File: src/rtl/apu_pulse_ch_regs.sv
// CPU-facing register file and timers for one APU pulse channel (NRx1..NRx4).
// Define APU_CNT_READBACK_EN to expose the live period counter on NRx3/NRx4 reads.
module apu_pulse_ch_regs #(
  parameter int FREQ_W = 11,
  parameter int LEN_W  = 6,
  parameter int ENV_W  = 8
) (
  input  logic             clk,
  input  logic             napu_reset,
  input  logic [1:0]       reg_sel,
  input  logic             apu_wr,
  input  logic             apu_rd,
  input  logic [7:0]       wdata,
  output logic [7:0]       rdata,
  input  logic             freq_clk_en,
  input  logic             len_clk_en,
  output logic [1:0]       duty,
  output logic [ENV_W-1:0] env_reg,
  output logic             freq_tick,
  output logic             trig,
  output logic             ch_active
);

  logic [1:0]        duty_q, duty_d;
  logic [ENV_W-1:0]  env_q, env_d;
  logic [FREQ_W-1:0] period_q, period_d;
  logic              len_en_q, len_en_d;
  logic [FREQ_W-1:0] per_cnt_q, per_cnt_d;
  logic [LEN_W-1:0]  len_cnt_q, len_cnt_d;
  logic              len_exp_q, len_exp_d;
  logic              ch_active_q, ch_active_d;
  logic              trig_q, trig_d;
  logic              freq_tick_q, freq_tick_d;

  logic wr_nrx1, wr_nrx2, wr_nrx3, wr_nrx4;
  logic trig_now;
  logic dac_on_d;

  assign wr_nrx1  = apu_wr && (reg_sel == 2'd0);
  assign wr_nrx2  = apu_wr && (reg_sel == 2'd1);
  assign wr_nrx3  = apu_wr && (reg_sel == 2'd2);
  assign wr_nrx4  = apu_wr && (reg_sel == 2'd3);
  assign trig_now = wr_nrx4 && wdata[7];

  always_comb begin
    duty_d   = duty_q;
    env_d    = env_q;
    period_d = period_q;
    len_en_d = len_en_q;
    if (wr_nrx1) duty_d = wdata[7:6];
    if (wr_nrx2) env_d = ENV_W'(wdata);
    if (wr_nrx3) period_d[7:0] = wdata;
    if (wr_nrx4) begin
      period_d[FREQ_W-1:8] = wdata[FREQ_W-9:0];
      len_en_d             = wdata[6];
    end
  end

  assign dac_on_d = (env_d[ENV_W-1:3] != '0);

  // A trigger reload takes priority over a coincident overflow and swallows its tick.
  always_comb begin
    per_cnt_d   = per_cnt_q;
    freq_tick_d = 1'b0;
    if (trig_now) begin
      per_cnt_d = period_d;
    end else if (freq_clk_en) begin
      if (per_cnt_q == '1) begin
        per_cnt_d   = period_d;
        freq_tick_d = 1'b1;
      end else begin
        per_cnt_d = per_cnt_q + FREQ_W'(1);
      end
    end
  end

  // len_exp_q parks the length counter at zero after expiry until NRx1 or a trigger re-arms it.
  always_comb begin
    len_cnt_d   = len_cnt_q;
    len_exp_d   = len_exp_q;
    ch_active_d = ch_active_q;
    if (wr_nrx1) begin
      len_cnt_d = LEN_W'(wdata);
      len_exp_d = 1'b0;
    end else if (trig_now) begin
      if (len_cnt_q == '1) len_cnt_d = '0;
      len_exp_d = 1'b0;
    end else if (len_clk_en && len_en_q && !len_exp_q) begin
      if (len_cnt_q == '1) begin
        len_cnt_d   = '0;
        len_exp_d   = 1'b1;
        ch_active_d = 1'b0;
      end else begin
        len_cnt_d = len_cnt_q + LEN_W'(1);
      end
    end
    if (trig_now) ch_active_d = dac_on_d;
    if (wr_nrx2 && !dac_on_d) ch_active_d = 1'b0;
  end

  assign trig_d = trig_now;

  always_ff @(posedge clk or negedge napu_reset) begin
    if (!napu_reset) begin
      duty_q      <= '0;
      env_q       <= '0;
      period_q    <= '0;
      len_en_q    <= 1'b0;
      per_cnt_q   <= '0;
      len_cnt_q   <= '0;
      len_exp_q   <= 1'b0;
      ch_active_q <= 1'b0;
      trig_q      <= 1'b0;
      freq_tick_q <= 1'b0;
    end else begin
      duty_q      <= duty_d;
      env_q       <= env_d;
      period_q    <= period_d;
      len_en_q    <= len_en_d;
      per_cnt_q   <= per_cnt_d;
      len_cnt_q   <= len_cnt_d;
      len_exp_q   <= len_exp_d;
      ch_active_q <= ch_active_d;
      trig_q      <= trig_d;
      freq_tick_q <= freq_tick_d;
    end
  end

  logic [7:0] rd_nrx2, rd_nrx3, rd_nrx4;

  always_comb begin
    rd_nrx2            = 8'hFF;
    rd_nrx2[ENV_W-1:0] = env_q;
  end

`ifdef APU_CNT_READBACK_EN
  assign rd_nrx3 = per_cnt_q[7:0];
  assign rd_nrx4 = {1'b1, len_en_q, {(14-FREQ_W){1'b1}}, per_cnt_q[FREQ_W-1:8]};
`else
  assign rd_nrx3 = 8'hFF;
  assign rd_nrx4 = {1'b1, len_en_q, 6'h3F};
`endif

  always_comb begin
    rdata = 8'hFF;
    if (apu_rd) begin
      case (reg_sel)
        2'd0:    rdata = {duty_q, 6'h3F};
        2'd1:    rdata = rd_nrx2;
        2'd2:    rdata = rd_nrx3;
        default: rdata = rd_nrx4;
      endcase
    end
  end

  assign duty      = duty_q;
  assign env_reg   = env_q;
  assign freq_tick = freq_tick_q;
  assign trig      = trig_q;
  assign ch_active = ch_active_q;

endmodule
File: config.mk
export PLATFORM = sky130hd
export DESIGN_NAME = apu_pulse_ch_regs
export DESIGN_NICKNAME = d
export VERILOG_FILES = /design/src/rtl/apu_pulse_ch_regs.sv
export SDC_FILE = /design/constraint.sdc
export NUM_CORES = 1
export LEC_CHECK = 0
export BUFFER_PORTS_ARGS = -buffer_cell sky130_fd_sc_hd__buf_4
export CAP_MARGIN = 30
export CORE_MARGIN = 5
export CORE_UTILIZATION = 45
export DETAILED_ROUTE_END_ITERATION = 8
export HOLD_SLACK_MARGIN = 0.06
export PLACE_DENSITY_LB_ADDON = 0.1
export SLEW_MARGIN = 20
export SYNTH_ARGS = -nofsm -noshare
export SYNTH_HDL_FRONTEND = slang
export SYNTH_SLANG_ARGS = --single-unit
File: constraint.sdc
create_clock -name clk -period 1.75 [get_ports clk]
set_clock_uncertainty 0.1 [all_clocks]
set_input_delay 0.35 -clock clk [delete_from_list [all_inputs] [get_ports clk]]
set_output_delay 0.35 -clock clk [all_outputs]
set_load 0.1 [all_outputs]
Word level (Yosys, flattened, before mapping)
Cells that the tools add are included.
Word-level totals
  bits in registers: 43
  bits of input ports: 16
Cells by class
  multiplexer cells: 25
  reductions and logical operators: 20
  add/sub/neg operators: 2
  equal/unequal tests: 7
Operator list (number)
  two-way mux 11 bit: 3
  two-way mux 6 bit: 5
  two-way mux 8 bit: 3
  case mux 8 bit (3 select lines): 1
  two-way mux 1 bit: 12
  nonzero test 3 bit: 4
  adder 11 x 1 -> 11 bit (second input constant): 1
  == test 11 bit (second input constant): 1
  logical AND 1 bit: 8
  adder 6 x 1 -> 6 bit (second input constant): 1
  == test 6 bit (second input constant): 1
  nonzero test 5 bit: 1
  == test 2 bit (second input constant): 2
  AND reduction 2 bit: 2
  two-way mux 3 bit: 1
  inequality test 3 x 1 -> 1 bit (second input constant): 1
  inequality test 3 x 2 -> 1 bit (second input constant): 1
  AND reduction 3 bit: 1
  == test 2 x 1 -> 1 bit (second input constant): 1
  zero test 1 bit: 2
  zero test 2 bit: 1
  nonzero test 2 bit: 1

Depth between registers and ports, before layout
Gate-level depths: netlist of run 1.
  word-level depth: 8
  mapped depth: 6
  gate-level depth less buffers: 5

Worst setup path before layout of run 1
Ideal clock, no wire load.
  kind: reg2out
  from: reg duty_q[0], in the netlist duty[0]
  to: out rdata[6]
  arrival time: 1.920 ns
  slack: -0.620 ns
  data required time: 1.300 ns
  cell stages (with the launch flop): 4
  path through: dfrtp_1 mux2_2 o22ai_1 nand2_1
Between the ends
  word-level cells in the longest chain between the ends: 2
RTL lines
  from (decl): RTL line 24  | logic [1:0] duty_q, duty_d;
  from (signal assigned): RTL line 116  | duty_q <= duty_d;
  case mux 8 bit (3 select lines): RTL line 147  | case (reg_sel)
  two-way mux 8 bit: RTL line 146  | if (apu_rd) begin
  to (decl): RTL line 14  | output logic [7:0] rdata,
No other way between the ends.

Worst setup path in the final report of run 1
Ends and elaborated chain as after synthesis.

==> results of run 1 <==
## routing by layer
layer / global-route usage (%) / up-vias / part of all wire (%)
li1: - / 920 / -
met1: 23.9 / 910 / 44
met2: 31.7 / 39 / 51
met3: 3.55 / 5 / 3.6
met4: 6.93 / 0 / 1.1
met5: 0 / - / 0
## area by class of cell
cell class / count / area share, %
multi-input cells: 146 / 38.1
flip-flops and latches: 43 / 34.3
inverters: 6 / 0.709
well taps: 70 / 2.76
repair buffers: 77 / 21.4
clock buffers: 6 / 2.29
clock inverters: 2 / 0.394
## metrics by stage
stage	cell area, um2	total power, uW	instances
floorplan	2300	2530	201
global placement	2870	3040	335
detailed placement	2870	3060	335
CTS	3030	3730	346
global route	3180	4060	350
finish	3180	3820	350
## cell usage after synthesis (2+ instances only)
master	n
a2bb2oi_1	2
mux2i_1	7
inv_1	5
dfrtp_1	43
o22a_1	3
nor2_1	5
nand2_1	21
a21oi_1	7
and3_1	4
a32oi_1	3
nand4_1	3
buf_6	3
o32a_1	2
nor3b_1	2
a31oi_1	2
a22o_1	2
nor4_1	2
nor3_1	4
buf_2	2
o21ai_0	5
o211ai_1	3
or2_2	6
mux2_4	2
and4_1	5
nand3_1	6
o22ai_1	3
ha_1	2
o2bb2ai_1	4
mux2_2	17
nand3b_4	2
## cells by family after synthesis
kind of cell	synth area share, %
AOI/OAI and AO/OA	16.9
and+or+nand+nor	18.2
buffers and inverters	3.23
xor gates and xnor gates	0.766
muxes	12.8
adders and majority gates	1.09
DFF	47.1
## report_power, final
| part | internal, uW | switching (uW) |
|---|---|---|
| clock | 279 | 345 |
| sequential | 1270 | 230 |
| combinational | 721 | 975 |
## how the worst max path moves through the flow
stage | to | startpoint | cells past startpoint
after floorplan | rdata[6] | env_reg[6] | 3
after global placement | rdata[2] | reg_sel[1] | 5
after detailed placement | rdata[1] | reg_sel[1] | 5
after CTS | rdata[6] | env_reg[6] | 4
after global routing | rdata[6] | duty[0] | 4
final | rdata[6] | duty[0] | 4
## what timing repair did
action | 4_1_cts | 5_1_grt
endpoints found under the hold margin | 43 | 0
gates cloned | 0 | 0
hold buffers | 1 | 0
gates resized for setup | 13 | 25
pin swaps | 1 | 2
endpoints found under the setup margin | 10 | 14
buffers inserted | 2 | 4
## tightest hold or removal path: cells and delay by family
family        cells  cell delay (ps)
simple gates      2              100
buf+inv           1              100
==> results.txt, run 1 <==
----------------------------------------------------
[Run status]
  Result of the run ... complete, but fails checks
  Violations in the final reports ... setup timing

[Layout]
  Sequential cell area in the final layout ... 1090 um2
  Growth of design area from synthesis to finish ... 38.9%
  Antenna diode instance count ... 0
  Total area of multi-input combinational cells ... 1210 um2
  Leading cell type in the layout, fill and taps excluded ... buf_4
  Count of filler cells inserted in the layout ... 427
  Fraction of final layout cells sized beyond drive strength 1 ... 48.6%
  Most used cells in the layout excluding fill and tap cells ... buf_4, dfrtp_1, nand2_1
  Core occupancy in the finished layout ... 63.4%
  Post-layout nets ... 297

[Synth]
  Top cells by area, synth ... dfrtp_1, mux2_2, nand2_1
  Async S/R FF share, synth ... 100%
  Register area share after synthesis ... 47.1%
  Unique cell type count in the Yosys netlist ... 54
  Summed instance area of the synthesized netlist ... 2290 um2
  Synth Net Count ... 219
  Average cell area after synthesis ... 11.4 um2
  Area leader, netlist ... dfrtp_1
  Number of synthesized flops with an enable pin ... 0
  Dominant register cell in the synthesized netlist ... dfrtp_1
  Post-synth top area share ... 47.1%
  Number of cells produced by synthesis ... 201
  Total of flip-flops plus latches after synthesis ... 43
  YS warnings ... 0

[Worst hold path]
  Instance count along the most critical hold path ... 3
  Class of the tightest hold or removal check ... in -> reg
  Hold endpoint ... duty[0]
  Start point of the worst min-delay path ... wdata[6]

[Timing]
  Unrepaired setup endpoints after global routing ... yes
  Finish-stage setup viols ... 1
  Number of max-slew violations in the final report ... 0
  Slew of the pin with the lowest slew margin ... 555 ps
  Max Clock Freq ... 545 MHz
  Tightest hold margin ... 176 ps
  Setup Total Neg Slack ... -84.6 ps
  Final Cycle Share ... 105%
  Worst-case setup margin in the final layout ... -84.6 ps
  Worst slew margin relative to its limit ... 63.0%
  Number of hold violations in the final report ... 0
  Shortest clock period the worst path allows after layout ... 1830 ps

[Place]
  Pre-CTS WS ... -107 ps
  Gpl congestion ... 0.849
  Total of buffers placed on input and output ports ... 36
  Placed wire-length estimate after detailed placement ... 4150 um

[Clock network]
  Number of levels in the clock H-tree ... 2
  Number of buffers created by CTS ... 5
  Clock tree from TritonCTS ... done
  Source-to-sink clock delay at the later pin of the worst-skew pair ... 300 ps
  Sinks on the clock net ... 43
  Buffers from clock root to sink, at most ... 2
  Clock tree root buffer cell ... clkbuf_8
  Post-CTS clock slew at the launch and capture registers of the worst setup and hold paths ... 90 ps

[Global route]
  Wire length of the first global-routing pass ... 9310 um
  Initial antenna violation count ... 0
  Pin count of the biggest net entering global routing ... 44
  Global router's overall resource usage ... 18.8%
  Via count of the first global-routing pass ... 1,845
  Sum of overflow across all layers after global routing ... 0

[Floorplan]
  Initial core utilization ... 45.6%
  Die extent in y ... 81.3 um
  I/O pin cnt ... 37
  Standard-cell rows ... 26
  DIE AREA ... 6610 um2
  Horiz. Die Dim ... 81.3 um
  Standard cell core area ... 5010 um2

[Routing]
  Number of iterations in the first detailed-routing pass ... 4
  Vias per std cell ... 5.35
  Iteration-0 DRC count of the detailed router ... 122
  Antenna-violating nets left ... 0
  Total wire length after detailed routing ... 5800 um
  Via count of the routed design ... 1,874
  Remaining DRCs ... 0
  Avg WL per Cell ... 16.6 um

[Power]
  Standby leakage power ... 0.00144 uW
  PD cells ... 1200 nW/um2
  Highest ir drop seen on vdd ... 0.684 mV

[Critical path]
  Required time at the endpoint of the critical path ... 1300 ps
  Critical Path Max Stage Delay ... 410 ps
  Worst reg2reg setup slack ... 60 ps
  Cell with the biggest individual delay on the critical path ... dfrtp_2
  Startpoint class of the critical path ... register
  FF-to-FF Start ... len_cnt_q[0]
  Cell-by-cell trace of the critical path ... mux2_4, o22ai_2, nand2_2, buf_12
  Cell family with most CP delay ... flip-flops
  Data arrival time of the worst path ... 1380 ps
  Endpoint of the worst-slack reg-to-reg timing path ... ch_active
  WP buf/inv ... 1
  Worst-case reg-to-reg path depth ... 5
  Worst setup EP type ... output port
  Setup Crit Path Kind ... reg -> out
  Largest fanout on the critical path ... 2

[Job]
  Maximum Capacitance Violations ... 0

----------------------------------------------------
(Power assumes the default switching activity.)
==> run 2: changes to the inputs <==
--- a/config.mk
+++ b/config.mk
@@ -7,8 +7,10 @@
 export LEC_CHECK = 0
 export BUFFER_PORTS_ARGS = -buffer_cell sky130_fd_sc_hd__buf_4
 export CAP_MARGIN = 30
+export CELL_PAD_IN_SITES_DETAIL_PLACEMENT = 1
+export CELL_PAD_IN_SITES_GLOBAL_PLACEMENT = 2
 export CORE_MARGIN = 5
-export CORE_UTILIZATION = 45
+export CORE_UTILIZATION = 33
 export DETAILED_ROUTE_END_ITERATION = 8
 export HOLD_SLACK_MARGIN = 0.06
 export PLACE_DENSITY_LB_ADDON = 0.1
==> run 2 against run 1 <==
  * The flow still finishes with violations (setup timing)
  * Sequential share of layout area up 0.38 points
  * Largest cell class unchanged
  * Fmax is 0.30% higher
  * Global-route usage fell by 2.6 points
  * Critical path type unchanged
  * Cell count increased by 2.6%
  * Highest routed layer unchanged
  * Flip-flop and latch count unchanged
==> results.txt, run 2 (synthesis gave the netlist of run 1 again) <==
----------------------------------------------------
[Clock network]
  Clock tree root buffer cell ... clkbuf_8 (unchanged)
  Sinks on the clock net ... 43 (unchanged)
  Clock tree from TritonCTS ... done (unchanged)
  Source-to-sink clock delay at the later pin of the worst-skew pair ... 300 ps (about the same)
  Buffers from clock root to sink, at most ... 2 (unchanged)
  Number of levels in the clock H-tree ... 2 (unchanged)
  Number of buffers created by CTS ... 5 (unchanged)
  Post-CTS clock slew at the launch and capture registers of the worst setup and hold paths ... 80 ps (was 90 ps)

[Critical path]
  Worst reg2reg setup slack ... 30 ps (was 60 ps)
  Worst setup EP type ... output port (unchanged)
  Setup Crit Path Kind ... reg -> out (unchanged)
  Required time at the endpoint of the critical path ... 1300 ps (about the same)
  Cell-by-cell trace of the critical path ... mux2_2, o22ai_2, nand2_2, buf_12 (was mux2_4, o22ai_2, nand2_2, buf_12)
  Data arrival time of the worst path ... 1380 ps (about the same)
  Cell with the biggest individual delay on the critical path ... dfrtp_2 (unchanged)
  WP buf/inv ... 1 (unchanged)
  Cell family with most CP delay ... flip-flops (unchanged)
  Critical Path Max Stage Delay ... 410 ps (about the same)
  Startpoint class of the critical path ... register (unchanged)
  Largest fanout on the critical path ... 2 (unchanged)

[Routing]
  Avg WL per Cell ... 18.5 um (was 16.6 um)
  Number of iterations in the first detailed-routing pass ... 4 (unchanged)
  Met3 layer wire length in the routed design ... 191 um (was 208 um)
  Antenna-violating nets left ... 0 (unchanged)
  Met2 wire length ... 3490 um (was 2960 um)
  Via count of the routed design ... 1,947 (was 1,874)
  Vias per std cell ... 5.42 (was 5.35)
  Remaining DRCs ... 0 (unchanged)
  Iteration-0 DRC count of the detailed router ... 31 (was 122)
  Highest layer used for signal routing ... met4 (unchanged)
  Total wire length after detailed routing ... 6620 um (was 5800 um)
  Length of routed wiring on met1 ... 2880 um (was 2570 um)

[Timing]
  Max Clock Freq ... 547 MHz (was 545 MHz)
  Worst-case setup margin in the final layout ... -79.2 ps (was -84.6 ps)
  Worst slew margin relative to its limit ... 61.8% (was 63.0%)
  Shortest clock period the worst path allows after layout ... 1830 ps (about the same)
  Unrepaired setup endpoints after global routing ... yes (unchanged)
  Number of max-slew violations in the final report ... 0 (unchanged)
  Slew of the pin with the lowest slew margin ... 573 ps (was 555 ps)
  Final Cycle Share ... 105% (about the same)
  Number of hold violations in the final report ... 0 (unchanged)
  Finish-stage setup viols ... 1 (unchanged)

[Layout]
  Growth of design area from synthesis to finish ... 37.4% (was 38.9%)
  Leading cell type in the layout, fill and taps excluded ... buf_4 (unchanged)
  Core occupancy in the finished layout ... 46.5% (was 63.4%)
  Count of filler cells inserted in the layout ... 737 (was 427)
  Most used cells in the layout excluding fill and tap cells ... buf_4, dfrtp_1, nand2_1 (unchanged)
  Post-layout nets ... 296 (was 297)
  Fraction of final layout cells sized beyond drive strength 1 ... 49.1% (was 48.6%)
  Post-route insts no fill ... 359 (was 350)
  Fin area ... 3140 um2 (was 3180 um2)
  Antenna diode instance count ... 0 (unchanged)

[Global route]
  Sum of overflow across all layers after global routing ... 0 (unchanged)
  Via count of the first global-routing pass ... 2,150 (was 1,845)
  Initial antenna violation count ... 0 (unchanged)
  Global router's overall resource usage ... 16.2% (was 18.8%)
  Wire length of the first global-routing pass ... 11,100 um (was 9310 um)
  Pin count of the biggest net entering global routing ... 44 (unchanged)

[Place]
  Gpl congestion ... 0.850 (was 0.849)
  Post-placement cell count ... 346 (was 335)
  Total of buffers placed on input and output ports ... 36 (unchanged)
  Placed wire-length estimate after detailed placement ... 5020 um (was 4150 um)
  Instance area at placement ... 2890 um2 (was 2870 um2)
  Pre-CTS WS ... -63.9 ps (was -107 ps)

[Floorplan]
  Standard-cell rows ... 30 (was 26)
  DIE AREA ... 8690 um2 (was 6610 um2)
  I/O pin cnt ... 37 (unchanged)
  Horiz. Die Dim ... 93.2 um (was 81.3 um)
  Initial core utilization ... 33.8% (was 45.6%)
  Die extent in y ... 93.2 um (was 81.3 um)
  Standard cell core area ... 6760 um2 (was 5010 um2)

[Run status]
  Result of the run ... complete, but fails checks (unchanged)
  Violations in the final reports ... setup timing (unchanged)

[Power]
  Standby leakage power ... 0.00141 uW (was 0.00144 uW)
  PD cells ... 1290 nW/um2 (was 1200 nW/um2)
  Highest ir drop seen on vdd ... 0.428 mV (was 0.684 mV)

[Worst hold path]
  Class of the tightest hold or removal check ... in -> reg (unchanged)

[Job]
  Maximum Capacitance Violations ... 0 (unchanged)

----------------------------------------------------
==> run 2: cell count changes in the layout (fill, tap and decap cells not counted), sizes merged <==
cell,change
buf,-1
bufinv,+1
clkinv,-1
clkinvlp,-1
inv,+1
==> run 2: area by class of cell <==
| cell class | instances | area, um2 | share of cell area, % |
|---|---|---|---|
| repair buffers | 76 | 612 | 19.5 |
| inverters | 6 | 22.5 | 0.717 |
| multi-input cells | 146 | 1200 | 38.1 |
| flip-flops and latches | 43 | 1090 | 34.7 |
| clock inverters | 2 | 38.8 | 1.24 |
| clock buffers | 6 | 82.6 | 2.63 |
| well taps | 80 | 100 | 3.19 |
==> run 2: per-stage QoR <==
| step | total power [uW] | TNS [ps] | hold slack [ps] |
|---|---|---|---|
| floorplan | 2530 | -134 | -45.6 |
| global placement | 3020 | -220 | 277 |
| detailed placement | 3080 | -475 | 289 |
| CTS | 4000 | -90.8 | 187 |
| global route | 4280 | -164 | 209 |
| finish | 4050 | -79.2 | 194 |
==> run 2: final timing paths <==
path / endpoint / startpoint / depth (start not counted)
worst max register to register: len_cnt_q[5] / len_cnt_q[1] / 7
worst max-delay path: rdata[6] / duty[0] / 4
worst min-delay path: duty[0] / wdata[6] / 3
worst min register to register: period_q[1] / period_q[1] / 1
max in group asynchronous: env_reg[6] / napu_reset / 2
min in group asynchronous: duty[1] / napu_reset / 2
==> run 2: repair_timing <==
action                                  4_1_cts  5_1_grt
hold buffers                                  1        0
hold endpoints to repair                     43        0
gates resized for setup                      13        8
endpoints found under the setup margin       12       11
setup buffers                                 3        1
pin swaps                                     2        6
==> run 2: report_power, final <==
group	switching, uW	total, uW	internal, uW
combinational	985	1680	697
sequential	252	1530	1270
clock	368	837	470
total	1600	4050	2440
==> run 2: worst register-to-register path: cells and delay by family, from the launching register on <==
| family | cells | cell delay [ps] |
|---|---|---|
| AND/OR/NAND/NOR | 1 | 80 |
| AO/OA/AOI/OAI | 3 | 520 |
| flip-flops | 1 | 410 |
| adder cells (fa/ha/maj) | 1 | 180 |
| buffers and inverters | 2 | 310 |
==> run 2: routing by layer <==
| metal | GRT usage, % | vias up |
|---|---|---|
| li1 | - | 910 |
| met1 | 19.5 | 1004 |
| met2 | 29.8 | 28 |
| met3 | 2.74 | 5 |
| met4 | 3.66 | 0 |
| met5 | 0 | - |
